### src/rtl/axil_reg_slave_if.sv
// AXI4-Lite signal bundle for axil_reg_slave.
// The master modport issues requests; the slave modport returns readies and responses.
`timescale 1ns/1ps
interface axil_reg_slave_if #(
  parameter int DATA_W = 32,
  parameter int ADDR_W = 8
) ();
  logic [ADDR_W-1:0]   AWADDR;
  logic                AWVALID;
  logic                AWREADY;
  logic [DATA_W-1:0]   WDATA;
  logic [DATA_W/8-1:0] WSTRB;
  logic                WVALID;
  logic                WREADY;
  logic [1:0]          BRESP;
  logic                BVALID;
  logic                BREADY;
  logic [ADDR_W-1:0]   ARADDR;
  logic                ARVALID;
  logic                ARREADY;
  logic [DATA_W-1:0]   RDATA;
  logic [1:0]          RRESP;
  logic                RVALID;
  logic                RREADY;

  modport slave (
    input  AWADDR, AWVALID, WDATA, WSTRB, WVALID, BREADY, ARADDR, ARVALID, RREADY,
    output AWREADY, WREADY, BRESP, BVALID, ARREADY, RDATA, RRESP, RVALID
  );

  modport master (
    output AWADDR, AWVALID, WDATA, WSTRB, WVALID, BREADY, ARADDR, ARVALID, RREADY,
    input  AWREADY, WREADY, BRESP, BVALID, ARREADY, RDATA, RRESP, RVALID
  );
endinterface

### src/rtl/axil_reg_slave.sv
// AXI4-Lite slave with a byte-strobed register file; reg 0 drives out_port.
// Define AXIL_IN_PORT_EN to add a synchronised read-only in_port at word index NUM_REGS.
`timescale 1ns/1ps
module axil_reg_slave #(
  parameter int DATA_W   = 32,
  parameter int ADDR_W   = 8,
  parameter int NUM_REGS = 8,
  parameter int OUT_W    = 16
) (
  input  logic              ACLK,
  input  logic              ARESET,
  axil_reg_slave_if.slave   s_axil,
`ifdef AXIL_IN_PORT_EN
  input  logic [DATA_W-1:0] in_port,
`endif
  output logic [OUT_W-1:0]  out_port
);

  localparam int STRB_W = DATA_W / 8;
  localparam int LSB    = $clog2(STRB_W);
  localparam logic [1:0] RESP_OKAY   = 2'b00;
  localparam logic [1:0] RESP_SLVERR = 2'b10;

  typedef enum logic { W_IDLE, W_RESP } wstate_e;
  typedef enum logic { R_IDLE, R_VALID } rstate_e;

  function automatic int word_idx(input logic [ADDR_W-1:0] addr);
    return int'(addr >> LSB);
  endfunction

  wstate_e             wstate_q, wstate_d;
  logic                aw_full_q, aw_full_d, w_full_q, w_full_d;
  logic [ADDR_W-1:0]   aw_addr_q, aw_addr_d;
  logic [DATA_W-1:0]   wdata_q, wdata_d;
  logic [STRB_W-1:0]   wstrb_q, wstrb_d;
  logic                awready_q, awready_d, wready_q, wready_d;
  logic                bvalid_q, bvalid_d;
  logic [1:0]          bresp_q, bresp_d;
  logic [DATA_W-1:0]   regs_q [NUM_REGS];
  logic [DATA_W-1:0]   regs_d [NUM_REGS];

  rstate_e             rstate_q, rstate_d;
  logic                arready_q, arready_d, rvalid_q, rvalid_d;
  logic [1:0]          rresp_q, rresp_d;
  logic [DATA_W-1:0]   rdata_q, rdata_d;
  int                  widx, ridx;

`ifdef AXIL_IN_PORT_EN
  logic [DATA_W-1:0]   in_meta_q, in_sync_q;
`endif

  // NOTE: every signal gets a default at the top of always_comb so no path leaves it unassigned (no latches).
  always_comb begin
    wstate_d  = wstate_q;
    aw_full_d = aw_full_q;
    aw_addr_d = aw_addr_q;
    w_full_d  = w_full_q;
    wdata_d   = wdata_q;
    wstrb_d   = wstrb_q;
    bvalid_d  = bvalid_q;
    bresp_d   = bresp_q;
    regs_d    = regs_q;
    widx      = 0;

    if (s_axil.AWVALID && awready_q) begin
      aw_full_d = 1'b1;
      aw_addr_d = s_axil.AWADDR;
    end
    if (s_axil.WVALID && wready_q) begin
      w_full_d = 1'b1;
      wdata_d  = s_axil.WDATA;
      wstrb_d  = s_axil.WSTRB;
    end

    case (wstate_q)
      W_IDLE: begin
        // Commit on the edge where the second buffer fills, using the freshly captured values.
        if (aw_full_d && w_full_d) begin
          widx     = word_idx(aw_addr_d);
          bvalid_d = 1'b1;
          bresp_d  = RESP_SLVERR;
          wstate_d = W_RESP;
          for (int i = 0; i < NUM_REGS; i++) begin
            if (widx == i) begin
              bresp_d = RESP_OKAY;
              for (int b = 0; b < STRB_W; b++) begin
                if (wstrb_d[b]) regs_d[i][8*b +: 8] = wdata_d[8*b +: 8];
              end
            end
          end
        end
      end
      W_RESP: begin
        if (s_axil.BREADY) begin
          bvalid_d  = 1'b0;
          aw_full_d = 1'b0;
          w_full_d  = 1'b0;
          wstate_d  = W_IDLE;
        end
      end
      default: wstate_d = W_IDLE;
    endcase

    awready_d = (wstate_d == W_IDLE) && !aw_full_d;
    wready_d  = (wstate_d == W_IDLE) && !w_full_d;
  end

  always_comb begin
    rstate_d = rstate_q;
    rvalid_d = rvalid_q;
    rdata_d  = rdata_q;
    rresp_d  = rresp_q;
    ridx     = 0;

    case (rstate_q)
      R_IDLE: begin
        // Reads sample regs_q, so a same-edge write commit is not yet visible.
        if (s_axil.ARVALID && arready_q) begin
          ridx     = word_idx(s_axil.ARADDR);
          rdata_d  = '0;
          rresp_d  = RESP_SLVERR;
          for (int i = 0; i < NUM_REGS; i++) begin
            if (ridx == i) begin
              rdata_d = regs_q[i];
              rresp_d = RESP_OKAY;
            end
          end
`ifdef AXIL_IN_PORT_EN
          if (ridx == NUM_REGS) begin
            rdata_d = in_sync_q;
            rresp_d = RESP_OKAY;
          end
`endif
          rvalid_d = 1'b1;
          rstate_d = R_VALID;
        end
      end
      R_VALID: begin
        if (s_axil.RREADY) begin
          rvalid_d = 1'b0;
          rstate_d = R_IDLE;
        end
      end
      default: rstate_d = R_IDLE;
    endcase

    arready_d = (rstate_d == R_IDLE);
  end

  // NOTE: state is updated only with non-blocking assignments so all flops sample pre-edge values.
  always_ff @(posedge ACLK or negedge ARESET) begin
    if (!ARESET) begin
      wstate_q  <= W_IDLE;
      aw_full_q <= 1'b0;
      aw_addr_q <= '0;
      w_full_q  <= 1'b0;
      wdata_q   <= '0;
      wstrb_q   <= '0;
      awready_q <= 1'b0;
      wready_q  <= 1'b0;
      bvalid_q  <= 1'b0;
      bresp_q   <= RESP_OKAY;
      rstate_q  <= R_IDLE;
      arready_q <= 1'b0;
      rvalid_q  <= 1'b0;
      rresp_q   <= RESP_OKAY;
      rdata_q   <= '0;
      // NOTE: the register file is small and must read 0 after reset, so it is reset like any flop.
      for (int i = 0; i < NUM_REGS; i++) regs_q[i] <= '0;
`ifdef AXIL_IN_PORT_EN
      in_meta_q <= '0;
      in_sync_q <= '0;
`endif
    end else begin
      wstate_q  <= wstate_d;
      aw_full_q <= aw_full_d;
      aw_addr_q <= aw_addr_d;
      w_full_q  <= w_full_d;
      wdata_q   <= wdata_d;
      wstrb_q   <= wstrb_d;
      awready_q <= awready_d;
      wready_q  <= wready_d;
      bvalid_q  <= bvalid_d;
      bresp_q   <= bresp_d;
      rstate_q  <= rstate_d;
      arready_q <= arready_d;
      rvalid_q  <= rvalid_d;
      rresp_q   <= rresp_d;
      rdata_q   <= rdata_d;
      regs_q    <= regs_d;
`ifdef AXIL_IN_PORT_EN
      in_meta_q <= in_port;
      in_sync_q <= in_meta_q;
`endif
    end
  end

  assign s_axil.AWREADY = awready_q;
  assign s_axil.WREADY  = wready_q;
  assign s_axil.BVALID  = bvalid_q;
  assign s_axil.BRESP   = bresp_q;
  assign s_axil.ARREADY = arready_q;
  assign s_axil.RVALID  = rvalid_q;
  assign s_axil.RRESP   = rresp_q;
  assign s_axil.RDATA   = rdata_q;
  assign out_port       = regs_q[0][OUT_W-1:0];

endmodule

### src/flat_wrapper.sv
// flat-port wrapper written by rule: the top's interface ports become plain ports
module axil_reg_slave_flat 
#(
  parameter int DATA_W   = 32,
  parameter int ADDR_W   = 8,
  parameter int NUM_REGS = 8,
  parameter int OUT_W    = 16
)
  (ACLK, ARESET, out_port, s_axil_AWADDR, s_axil_AWVALID, s_axil_WDATA, s_axil_WSTRB, s_axil_WVALID, s_axil_BREADY, s_axil_ARADDR, s_axil_ARVALID, s_axil_RREADY, s_axil_AWREADY, s_axil_WREADY, s_axil_BRESP, s_axil_BVALID, s_axil_ARREADY, s_axil_RDATA, s_axil_RRESP, s_axil_RVALID);
  axil_reg_slave_if #(.DATA_W(DATA_W), .ADDR_W(ADDR_W)) s_axil_i ();
  input  logic ACLK;
  input  logic ARESET;
  output logic [OUT_W-1:0] out_port;
  input wire logic [$bits(s_axil_i.AWADDR)-1:0] s_axil_AWADDR;
  input wire logic [$bits(s_axil_i.AWVALID)-1:0] s_axil_AWVALID;
  input wire logic [$bits(s_axil_i.WDATA)-1:0] s_axil_WDATA;
  input wire logic [$bits(s_axil_i.WSTRB)-1:0] s_axil_WSTRB;
  input wire logic [$bits(s_axil_i.WVALID)-1:0] s_axil_WVALID;
  input wire logic [$bits(s_axil_i.BREADY)-1:0] s_axil_BREADY;
  input wire logic [$bits(s_axil_i.ARADDR)-1:0] s_axil_ARADDR;
  input wire logic [$bits(s_axil_i.ARVALID)-1:0] s_axil_ARVALID;
  input wire logic [$bits(s_axil_i.RREADY)-1:0] s_axil_RREADY;
  output wire logic [$bits(s_axil_i.AWREADY)-1:0] s_axil_AWREADY;
  output wire logic [$bits(s_axil_i.WREADY)-1:0] s_axil_WREADY;
  output wire logic [$bits(s_axil_i.BRESP)-1:0] s_axil_BRESP;
  output wire logic [$bits(s_axil_i.BVALID)-1:0] s_axil_BVALID;
  output wire logic [$bits(s_axil_i.ARREADY)-1:0] s_axil_ARREADY;
  output wire logic [$bits(s_axil_i.RDATA)-1:0] s_axil_RDATA;
  output wire logic [$bits(s_axil_i.RRESP)-1:0] s_axil_RRESP;
  output wire logic [$bits(s_axil_i.RVALID)-1:0] s_axil_RVALID;
  assign s_axil_i.AWADDR = s_axil_AWADDR;
  assign s_axil_i.AWVALID = s_axil_AWVALID;
  assign s_axil_i.WDATA = s_axil_WDATA;
  assign s_axil_i.WSTRB = s_axil_WSTRB;
  assign s_axil_i.WVALID = s_axil_WVALID;
  assign s_axil_i.BREADY = s_axil_BREADY;
  assign s_axil_i.ARADDR = s_axil_ARADDR;
  assign s_axil_i.ARVALID = s_axil_ARVALID;
  assign s_axil_i.RREADY = s_axil_RREADY;
  assign s_axil_AWREADY = s_axil_i.AWREADY;
  assign s_axil_WREADY = s_axil_i.WREADY;
  assign s_axil_BRESP = s_axil_i.BRESP;
  assign s_axil_BVALID = s_axil_i.BVALID;
  assign s_axil_ARREADY = s_axil_i.ARREADY;
  assign s_axil_RDATA = s_axil_i.RDATA;
  assign s_axil_RRESP = s_axil_i.RRESP;
  assign s_axil_RVALID = s_axil_i.RVALID;
  axil_reg_slave #(.DATA_W(DATA_W), .ADDR_W(ADDR_W), .NUM_REGS(NUM_REGS), .OUT_W(OUT_W)) u_core (.ACLK(ACLK), .ARESET(ARESET), .s_axil(s_axil_i), .out_port(out_port));
endmodule
### config.mk
export PLATFORM = sky130hd
export DESIGN_NAME = axil_reg_slave_flat
export DESIGN_NICKNAME = d
export VERILOG_FILES = /design/src/rtl/axil_reg_slave_if.sv /design/src/rtl/axil_reg_slave.sv /design/src/flat_wrapper.sv
export SDC_FILE = /design/constraint.sdc
export NUM_CORES = 1
export LEC_CHECK = 0
export BUFFER_PORTS_ARGS = -buffer_cell sky130_fd_sc_hd__buf_2
export CAP_MARGIN = 20
export CORE_UTILIZATION = 60
export DETAILED_ROUTE_END_ITERATION = 10
export GPL_TIMING_DRIVEN = 0
export MAX_ROUTING_LAYER = met4
export PLACE_DENSITY = 0.85
export SYNTH_ARGS = -nofsm -noshare
export SYNTH_HDL_FRONTEND = slang
export SYNTH_SLANG_ARGS = --single-unit
### constraint.sdc
create_clock -name ACLK -period 4.8 [get_ports ACLK]
set_input_delay 0.48 -clock ACLK [delete_from_list [all_inputs] [get_ports ACLK]]
set_output_delay 0.48 -clock ACLK [all_outputs]
set_load 0.01 [all_outputs]
Word level (Yosys, flattened, before mapping)
Cells that the tools add are included.
{"block": "totals", "ff_bits": 345, "output_inout_bits": 57}
{"block": "op_classes", "eq_ne": 18, "n_mux": 45, "bitwise_logic": 4, "reduce_logical": 46}
{"operator": "$mux 32", "count": 9}
{"operator": "$reduce_and 4->1", "count": 32}
{"operator": "$logic_not 32->1", "count": 2}
{"operator": "$eq 6x4->1 const B", "count": 8}
{"operator": "$mux 2", "count": 16}
{"operator": "$eq 6x3->1 const B", "count": 4}
{"operator": "$mux 1", "count": 14}
{"operator": "$eq 6x2->1 const B", "count": 2}
{"operator": "$mux 8", "count": 1}
{"operator": "$pmux 1 s2", "count": 4}
{"operator": "$reduce_and 2->1", "count": 4}
{"operator": "$logic_and 1x1->1", "count": 6}
{"operator": "$mux 4", "count": 1}
{"operator": "$ne 2x1->1 const B", "count": 2}
{"operator": "$ne 2x2->1 const B", "count": 2}
{"operator": "$not 1->1", "count": 4}
{"operator": "$logic_not 1->1", "count": 2}

Longest topological paths before layout
Gate-level depths: netlist of run 1.
{"block": "depth", "ltp_word": 11, "depth_mapped": 7, "mapped_depth_nobuf": 4}

Least setup slack after synthesis of run 1
No wires, ideal clock.
{"block": "synth_timing", "path_type": "input to register", "start": "in s_axil_AWVALID", "end": "reg u_core.regs_q[160] in the netlist's numbering", "t_arrival_ps": 2083, "required_time_ps": 4675, "path_slack_ps": 2592, "cell_stages": 5, "path_cell_list": "buf_6 a211oi_4 o221ai_4 nor4_4 mux2_2"}
{"block": "synth_between", "elab_chain_len": 4}
{"item": "start: declaration", "line_no": "flat_wrapper.sv:15", "source": "input wire logic [$bits(s_axil_i.AWVALID)-1:0] s_axil_AWVALID;"}
{"item": "$logic_and 1x1->1 *", "line_no": "axil_reg_slave.sv:65", "source": "if (s_axil.AWVALID && awready_q) begin"}
{"item": "$mux 8 / $mux 1 (equally long branches)", "line_no": "axil_reg_slave.sv:65"}
{"item": "$eq 6x3->1 / $logic_and 1x1->1 (equally long branches)", "line_no": "axil_reg_slave.sv:84, axil_reg_slave.sv:78"}
{"item": "$reduce_and 4->1 (no source line) *"}
{"item": "end signal: assignment", "line_no": "axil_reg_slave.sv:190", "source": "regs_q <= regs_d;"}
{"item": "end: declaration", "line_no": "axil_reg_slave.sv:39", "source": "logic [DATA_W-1:0] regs_q [NUM_REGS];"}
Every way passes the cells marked *; elsewhere a longest branch is shown, timed or not.
A chain may end at the register's enable or synchronous reset.

Worst setup path after layout of run 1
{"block": "layout_timing", "start": "reg u_core.wready_q, in the netlist u_core.s_axil.WREADY", "end": "reg u_core.regs_q[254] in the netlist's numbering"}
{"item": "start: declaration", "line_no": "axil_reg_slave.sv:36", "source": "logic awready_q, awready_d, wready_q, wready_d;"}
{"item": "start signal: assignment", "line_no": "axil_reg_slave.sv:182", "source": "wready_q <= wready_d;"}
{"item": "$logic_and 1x1->1", "line_no": "axil_reg_slave.sv:69", "source": "if (s_axil.WVALID && wready_q) begin"}
{"item": "$mux 32", "line_no": "axil_reg_slave.sv:69"}
{"item": "via u_core.wdata_d[30]", "line_no": "axil_reg_slave.sv:34", "source": "logic [DATA_W-1:0] wdata_q, wdata_d;"}
The timed path passes the listed nets, and every way through them passes these cells.

==> metrics.txt, run 1 <==
Yosys cell types=between 50 and 60; synth warn=0; mean number of vias per cell=6.47; fin cells=roughly 1,600; Net Switching=3.35 mW; grt peak-use layer=met2; clock share of power=about 27%; Pwr Density=approximately 570 nW/µm²; EDFF count, synth=0; fin. max-slew vios=0; Die W=approximately 160 µm; Net Sw Frac=approximately a third; post-route minimum period=around 2800 ps; CTS Buffer Depth=3; met3 GRT Util=6.42%; CORE AREA=around 25,000 µm²; Comb pwr share=29.6%; WP data arrival=about 3200 ps; WL/cell=between 20 and 30 µm; # rows=58; Yosys reg bits=approximately 340; root buffer cell=clkbuf_16; critical path data required time=between 5000 and 6000 ps; DR vias=between 10,000 and 15,000; sequential power share=43.2%; Synth top area share=a little over half; top_reg_cell synth=dfrtp_1; largest net degree at the start of global routing=~120; Setup WS pre-CTS=1490 ps; die span in y=about 160 µm; die area=26,700 µm²; H-Tree Depth=2; RSZ-0062 raised after global routing=no; drt total wl=about 42,000 µm; CP max FO=10; Setup WS post-layout=1980 ps; Crit Path Category=reg2reg; Syn Inst Count=1,140; routability cong.=between 0.9 and 1; outcome=finished clean; CTS tree=done; maximum vdd drop=0.477 mV; maxcap violations=0; startpoint types=flop; P_leak=8.71 nW; drc violations=0; P_int=between 6 and 7 mW; Final Hold Vio Count=0; Ports=~120; grt met2 use=between 50% and 60%; setup violators final=0; 1st-iter DRT viols=990; Worst Tran Pin Value=~1200 ps; total congestion overflow=0; global-route wire length before repair=64,800 µm; CTS sink count=341; share of cells above drive strength 1=42.6%; Synth area leaders=dfrtp_1, mux2_2, mux4_2; Final Power=10.1 mW; DP Wirelength=26,800 µm; Max Fclk=355 MHz; number of buffers created by CTS=35; Final Cycle Share=58.6%; clock skew=11.3 ps; placed cell count=1,582; vias in the first global route=11,184; Skew-Pair Late Insertion Delay=around 520 ps; post-synth top area cell=dfrtp_1; post-synthesis sequential area ratio=about 55%; Async SR Flop Fraction=100%; max_slew headroom=between 15 and 20%; Area growth, synth to finish=14.4%; endpoint class of the critical path=flop; cts repair resizes=0; DRT Pass-1 Iters=5; initial antenna violation count=0; met1 usage=42.3%; Global Route Usage Sum=34.0%; Mapped Avg Cell Area=13.7 µm²; antenna viol nets, final=0; Port Buffers=~110; Worst-path clk slew=approximately 60 ps; final design utilization=70.5%; antenna cells=0; Hold Path Class=in2reg; net count reported at finish=1,351; Starting Density=slightly above 60%; cell area after synthesis=15,600 µm²
-- cells in the final DEF (no fill, tap or decap), types with 5 or more instances in the layout --
cell / Yosys / final
dfrtp_1: 341 / 341
mux2_2: 295 / 295
buf_2: 10 / 117
o21ai_0: 60 / 60
nand2_1: 49 / 49
clkbuf_1: 36 / 43
nor2_1: 38 / 38
clkbuf_16: 0 / 37
mux2i_1: 27 / 27
a21oi_1: 21 / 21
mux4_2: 21 / 21
buf_4: 20 / 20
and2_1: 15 / 15
o2bb2ai_1: 15 / 15
a2bb2oi_1: 15 / 15
a31oi_1: 14 / 14
a22oi_1: 12 / 12
nor4_4: 12 / 12
nand2b_1: 11 / 11
nor2b_1: 9 / 9
o22ai_1: 9 / 9
nand3_1: 8 / 8
clkinv_2: 0 / 8
nand4_1: 7 / 7
o211ai_1: 7 / 7
clkbuf_8: 0 / 7
buf_1: 6 / 6
and3_1: 6 / 6
nand4_2: 6 / 6
or2_2: 5 / 5
inv_1: 5 / 5
-- per-layer routing --
layer  share of wire, %  vias to the layer above
met2                 48                      527
met1                 39                     5491
met3                8.0                      149
met4                5.4                        0
met5                  0                        -
li1                   -                     4498
-- state kept, by name, indices dropped and copies added, names as in the netlist, 4 cells and up --
| name | count |
|---|---|
| u_core.s_axil.RDATA | 32 |
| u_core.wdata_q | 32 |
| u_core.wstrb_q | 4 |
| u_core.aw_addr_q | 6 |
| u_core.out_port | 16 |
| u_core.regs_q | 240 |
-- power groups by stage --
stage               logic, mW  clock network, mW  registers (mW)
global route             3.22               2.88            4.46
global placement         2.79                  0            4.31
floorplan                2.08                  0            4.26
CTS                      2.96               2.77            4.35
finish                   2.99               2.76            4.37
detailed placement       2.92                  0            4.38
-- final timing paths --
| kind | start | end | slack (ps) | cells past startpoint |
|---|---|---|---|---|
| min | s_axil_RREADY | u_core.s_axil.RVALID | 150 | 2 |
| max | u_core.s_axil.WREADY | u_core.regs_q[254] | 1980 | 5 |
| min reg2reg | u_core.rstate_q | u_core.s_axil.RVALID | 470 | 1 |
| max in group asynchronous | ARESET | u_core.regs_q[212] | 3010 | 4 |
| max reg2reg | u_core.s_axil.WREADY | u_core.regs_q[254] | 1980 | 5 |
| min in group asynchronous | ARESET | u_core.wdata_q[3] | 460 | 2 |
-- layout make-up --
| cell class | instances | area [µm²] |
|---|---|---|
| tap | 330 | 413 |
| inverter | 5 | 18.8 |
| multi-input combinational | 721 | 6680 |
| clock buffer | 51 | 1050 |
| fill | 1649 | 7470 |
| timing repair buffer | 114 | 663 |
| sequential | 341 | 8530 |
| clock inverter | 12 | 115 |
| buffer | 74 | 380 |
-- critical path, stage by stage (launching register included) --
cell	delay, ps
dfrtp_1	400
clkbuf_1	200
nand2_1	340
buf_1	890
mux2_2	530
mux2_1	330
-- through the flow --
step	instance area [µm²]	setup TNS, ps	hold slack, ps
finish	17900	0	147
global route	17900	0	155
CTS	17800	0	138
detailed placement	16700	0	412
global placement	16600	-1042410	437
floorplan	15600	0	184
-- kinds of logic (layout without fill, tap and decap cells) --
group           count (synthesis)  after routing  synth area share (%)
buf+inv                        79            256                  2.56
compound gates                186            186                  8.22
other cells                     1              2                0.0240
simple gates                  188            188                  8.34
mux                           345            345                  26.2
flops                         341            341                  54.7
-- timing repair --
item | CTS | global route
setup buffers | 0 | 0
hold endpoints to repair | 47 | 0
hold buffers | 1 | 0
-- synthesized netlist by cell type (7+ instances only) --
master / number
o22ai_1: 9
a2bb2oi_1: 15
o211ai_1: 7
nor2_1: 38
a22oi_1: 12
and2_1: 15
clkbuf_1: 36
mux2_2: 295
mux2i_1: 27
mux4_2: 21
dfrtp_1: 341
nand2b_1: 11
a31oi_1: 14
buf_4: 20
nor2b_1: 9
o21ai_0: 60
nand4_1: 7
o2bb2ai_1: 15
buf_2: 10
nand2_1: 49
nand3_1: 8
a21oi_1: 21
nor4_4: 12
(Power assumes the default switching activity.)
==> run 2: changes to the inputs <==
--- a/config.mk
+++ b/config.mk
@@ -7,11 +7,11 @@
 export LEC_CHECK = 0
 export BUFFER_PORTS_ARGS = -buffer_cell sky130_fd_sc_hd__buf_2
 export CAP_MARGIN = 20
-export CORE_UTILIZATION = 60
+export CORE_UTILIZATION = 55
 export DETAILED_ROUTE_END_ITERATION = 10
 export GPL_TIMING_DRIVEN = 0
 export MAX_ROUTING_LAYER = met4
-export PLACE_DENSITY = 0.85
+export PLACE_DENSITY = 0.82
 export SYNTH_ARGS = -nofsm -noshare
 export SYNTH_HDL_FRONTEND = slang
 export SYNTH_SLANG_ARGS = --single-unit
==> constraint.sdc (replaced) <==
create_clock -name ACLK -period 2.41 [get_ports ACLK]
set_input_delay 0.241 -clock ACLK [delete_from_list [all_inputs] [get_ports ACLK]]
set_output_delay 0.241 -clock ACLK [all_outputs]
set_load 0.01 [all_outputs]
==> metrics.txt, run 2 (synthesis results as in run 1) <==
maximum vdd drop=~0.59 mV; CORE AREA=approximately 28,000 µm²; Skew-Pair Late Insertion Delay=between 500 and 600 ps; startpoint types=input pin; Setup TNS Final=-159 ps; Reg with most FFs=u_core.regs_q; drc violations=0; root buffer cell=clkbuf_16; Net Switching=slightly below 7 mW; share of cells above drive strength 1=between 40% and 50%; Top Metal Used=met4; critical path data required time=2790 ps; routability cong.=about 0.90; Net Sw Frac=about a third; die area=between 20,000 and 30,000 µm²; DR vias=between 10,000 and 15,000; vias in the first global route=around 11,000; CP bufs+invs=4; DRT Pass-1 Iters=7; P_int=13.8 mW; antenna cells=0; WL/cell=25.3 µm; max FFs per register=between 200 and 250; P_leak=between 9 and 10 nW; worst hold slack=around 45 ps; R2R depth=6; drt total wl=approximately 44,000 µm; Setup WS post-layout=-26.5 ps; Hold Crit Depth=2; Worst path slowest cell=clkdlybuf4s15_1; 1st-iter DRT viols=slightly above 1,000; worst flop-to-flop path endpoint=u_core.regs_q[109]; metal2 WL=20,900 µm; Crit Path Category=in2reg; slowest cell delay on critical path=just over 900 ps; critical path, cell by cell=buf_2 > clkbuf_1 > clkdlybuf4s15_1 > clkbuf_1 > nor2_1 > o21ai_0 > a31oi_1; Die W=between 150 and 200 µm; placed cell count=1,630; total congestion overflow=0; Comb pwr share=between 30 and 40%; max_slew headroom=24.4%; H-Tree Depth=2; post-route minimum period=2440 ps; Final Hold Vio Count=0; Port Buffers=between 100 and 150; CP max FO=10; Starting Density=56.0%; Worst Tran Pin Value=1130 ps; maxcap violations=0; CTS Buffer Depth=3; clock skew=~11 ps; WHS Endpoint=u_core.aw_addr_q[5]; hold_sp=s_axil_AWADDR[5]; commonest non-fill, non-tap cell in the layout=dfrtp_1; net count reported at finish=between 1,000 and 1,500; commonest cells after routing, fill and taps aside=dfrtp_1, mux2_2, buf_2; clock share of power=between 20% and 30%; Most common cell on crit path=clkbuf_1; Worst path top cell family by delay=buffers and inverters; Worst-path clk slew=about 60 ps; WP data arrival=between 2000 and 3000 ps; Hold Path Class=in2reg; reg-to-reg slack, setup=-20 ps; outcome=complete, but fails checks; Global Route Usage Sum=between 30% and 40%; DP Wirelength=27,000 µm; mean number of vias per cell=between 6 and 7; sequential power share=about 42%; DR WL met3=3300 µm; CTS sink count=roughly 340; number of buffers created by CTS=36; Max Fclk=410 MHz; initial antenna violation count=0; Final Cycle Share=101%; failing checks=setup timing; fin. max-slew vios=0; DP Area=between 15,000 and 20,000 µm²; fin cells=around 1,700; antenna viol nets, final=0; setup violators final=10; global-route wire length before repair=roughly 65,000 µm; # rows=around 60; endpoint class of the critical path=flop; FF-to-FF Start=u_core.s_axil.WREADY; Setup WS pre-CTS=-694 ps; Met1 Wirelength=17,100 µm; largest net degree at the start of global routing=roughly 130; Ports=between 100 and 150; Area growth, synth to finish=18.6%; Design Area, Final=between 15,000 and 20,000 µm²; die span in y=roughly 170 µm; CTS tree=done; Pwr Density=about 1100 nW/µm²
-- run 2: cell types whose count changed in the layout (fill, tap and decap cells not counted), sizes merged --
cell	before	now
clkinvlp	2	0
clkdlybuf4s15	0	1
bufinv	2	3
dlygate4sd3	1	8
clkinv	8	7
buf	150	175
-- run 2: cell type report --
type | count | area (µm²)
tap | 378 | 473
buffer | 73 | 404
inverter | 5 | 18.8
clock inverter | 10 | 125
fill | 1909 | 9340
timing repair buffer | 148 | 1090
sequential | 341 | 8530
multi-input combinational | 721 | 6810
clock buffer | 51 | 1060
-- run 2: per-layer routing --
metal,global-route usage (%),vias to the layer above
met3,6.09,175
met2,48.4,530
met1,39.1,5684
li1,-,4578
met5,-,-
met4,16.7,0
-- run 2: metrics by stage --
| stage | total power, mW | utilization (%) |
|---|---|---|
| floorplan | 12.6 | - |
| global placement | 14.2 | 59.7 |
| detailed placement | 14.5 | 60.0 |
| CTS | 20.2 | 66.0 |
| global route | 21.5 | 66.5 |
| finish | 20.6 | 66.5 |
-- run 2: worst max-delay path by stage --
stage / cells past startpoint / start / to / slack (ps)
2_1_floorplan: 5 / u_core.s_axil.AWREADY / u_core.regs_q[176] / 240
3_3_place_gp: 1 / ARESET / u_core.wdata_q[11] / -5260
3_5_place_dp: 7 / s_axil_ARADDR[3] / u_core.s_axil.RDATA[19] / -690
4_1_cts: 7 / u_core.s_axil.AWREADY / u_core.regs_q[61] / -130
5_1_grt: 6 / u_core.s_axil.WREADY / u_core.regs_q[109] / -110
6_report: 7 / s_axil_ARADDR[3] / u_core.s_axil.RDATA[29] / -30
-- run 2: power by group through the flow --
stage / combinational [mW] / clock, mW / sequential (mW)
after detailed placement: 5.82 / 0 / 8.72
after global placement: 5.57 / 0 / 8.61
after global routing: 6.74 / 5.85 / 8.89
after CTS: 5.98 / 5.62 / 8.65
after floorplan: 4.15 / 0 / 8.49
final: 6.33 / 5.59 / 8.72
-- run 2: what timing repair did --
| item | in CTS | in global routing |
|---|---|---|
| gates cloned | 0 | 0 |
| setup endpoints to repair | 271 | 159 |
| setup buffers | 26 | 2 |
| pin swaps | 22 | 3 |
| hold buffers | 8 | 0 |
| hold endpoints to repair | 36 | 0 |
| gates resized for setup | 12 | 24 |
==> run 3: changes to the inputs <==
--- a/config.mk
+++ b/config.mk
@@ -11,7 +11,7 @@
 export DETAILED_ROUTE_END_ITERATION = 10
 export GPL_TIMING_DRIVEN = 0
 export MAX_ROUTING_LAYER = met4
-export PLACE_DENSITY = 0.82
+export PLACE_DENSITY = 0.77
 export SYNTH_ARGS = -nofsm -noshare
 export SYNTH_HDL_FRONTEND = slang
 export SYNTH_SLANG_ARGS = --single-unit
==> metrics.txt, run 3 (synthesis results as in run 1) <==
outcome=finished clean; endpoint class of the critical path=flop; DRT Pass-1 Iters=5; Pwr Density=around 1100 nW/µm²; DP Area=approximately 17,000 µm²; max FFs per register=240; CTS sink count=between 300 and 400; CORE AREA=roughly 28,000 µm²; DR vias=about 11,000; net count reported at finish=roughly 1,400; # rows=61; commonest non-fill, non-tap cell in the layout=dfrtp_1; register area=around 8500 µm²; total congestion overflow=0; RSZ-0062 raised after global routing=yes; multi-input logic area=about 6800 µm²; Starting Density=56.0%; startpoint types=flop; maximum vdd drop=approximately 0.66 mV; die span in y=between 150 and 200 µm; Area growth, synth to finish=17.8%; WL/cell=around 25 µm; H-Tree Depth=2; Final Hold Vio Count=0; max_slew headroom=29.5%; global-route wire length before repair=approximately 63,000 µm; die area=slightly below 30,000 µm²; Die W=between 150 and 200 µm; DP Wirelength=27,000 µm; share of cells above drive strength 1=44.2%; initial antenna violation count=1; commonest cells after routing, fill and taps aside=dfrtp_1, mux2_2, buf_2; mean number of vias per cell=about 6.2; post-route minimum period=~2400 ps; routability cong.=0.890; Global Route Usage Sum=a little under a third; maxcap violations=0; Port Buffers=between 100 and 150; CP max FO=10; root buffer cell=clkbuf_16; fin. max-slew vios=0; Skew-Pair Late Insertion Delay=around 530 ps; Max Fclk=between 400 and 500 MHz; drc violations=0; FF-to-FF Start=u_core.s_axil.AWREADY; Design Area, Final=about 18,000 µm²; critical path data required time=between 2000 and 3000 ps; Setup crit start=u_core.s_axil.AWREADY; Final Cycle Share=slightly below 100%; Worst Tran Pin Value=~1100 ps; Worst-path clk slew=around 60 ps; antenna viol nets, final=0; CTS Buffer Depth=3; FILL cells=approximately 2,000; hold_sp=s_axil_AWADDR[5]; number of buffers created by CTS=37; Crit Path Category=reg2reg; vias in the first global route=around 11,000; clock skew=between 20 and 25 ps; Reg with most FFs=u_core.regs_q; drt total wl=roughly 42,000 µm; CTS tree=done; Ports=~120; Setup WS post-layout=about 16 ps; Setup WS pre-CTS=-781 ps; setup violators final=0; 1st-iter DRT viols=~850; largest net degree at the start of global routing=between 100 and 150; Hold Path Class=in2reg; P_leak=~9 nW; WP data arrival=approximately 2800 ps
run 3: through the flow:
step,hold WS (ps),instances,TNS (ps),total power [mW],utilization (%)
CTS,8.63,1719,-4200,20.0,65.5
detailed placement,352,1629,-64200,14.6,59.9
global placement,431,1627,-1847190,14.2,59.7
global route,20.5,1722,-873,21.2,66.0
floorplan,-54.6,1141,0,12.6,-
finish,14.7,1722,0,20.3,66.0
run 3: where the power goes:
part,switching [mW],leakage (nW),internal [mW]
clock network,2.23,0.551,3.14
logic,3.51,3.80,2.71
registers,1.05,4.58,7.65
run 3: worst max-delay path: stages (launching register included):
cell	delay [ps]
dfrtp_1	410
buf_6	160
a211oi_4	310
buf_4	180
o221ai_4	270
nor4_4	410
buf_12	180
mux2_2	340
run 3: final timing paths:
| kind | to | slack, ps | depth (start not counted) |
|---|---|---|---|
| worst max-delay path | u_core.regs_q[178] | 20 | 7 |
| worst min-delay path | u_core.aw_addr_q[5] | 10 | 2 |
| worst max register to register | u_core.regs_q[178] | 20 | 7 |
| worst min register to register | u_core.s_axil.RVALID | 460 | 1 |
| max in group asynchronous | u_core.wdata_q[25] | 940 | 3 |
| min in group asynchronous | u_core.wdata_q[3] | 370 | 2 |
run 3: timing repair:
action	4_1_cts	5_1_grt
pin swaps	22	4
hold buffers	6	0
hold endpoints to repair	113	0
endpoints found under the setup margin	270	157
resized for setup	9	23
setup buffers	25	2
run 3: area by class of cell:
cell class / count / area share, %
flip-flops and latches: 341 / 46.4
multi-input cells: 721 / 37.0
clock buffers: 52 / 5.72
repair buffers: 144 / 5.64
well taps: 378 / 2.57
plain buffers: 73 / 2.15
clock inverters: 7 / 0.402
inverters: 5 / 0.102
diodes: 1 / 0.0136
run 3: metal layers:
layer,GRT usage [%],share of wire (%)
met2,47.6,48
met4,13.6,4.5
met5,-,0
met1,38.1,40
met3,7.72,8.2
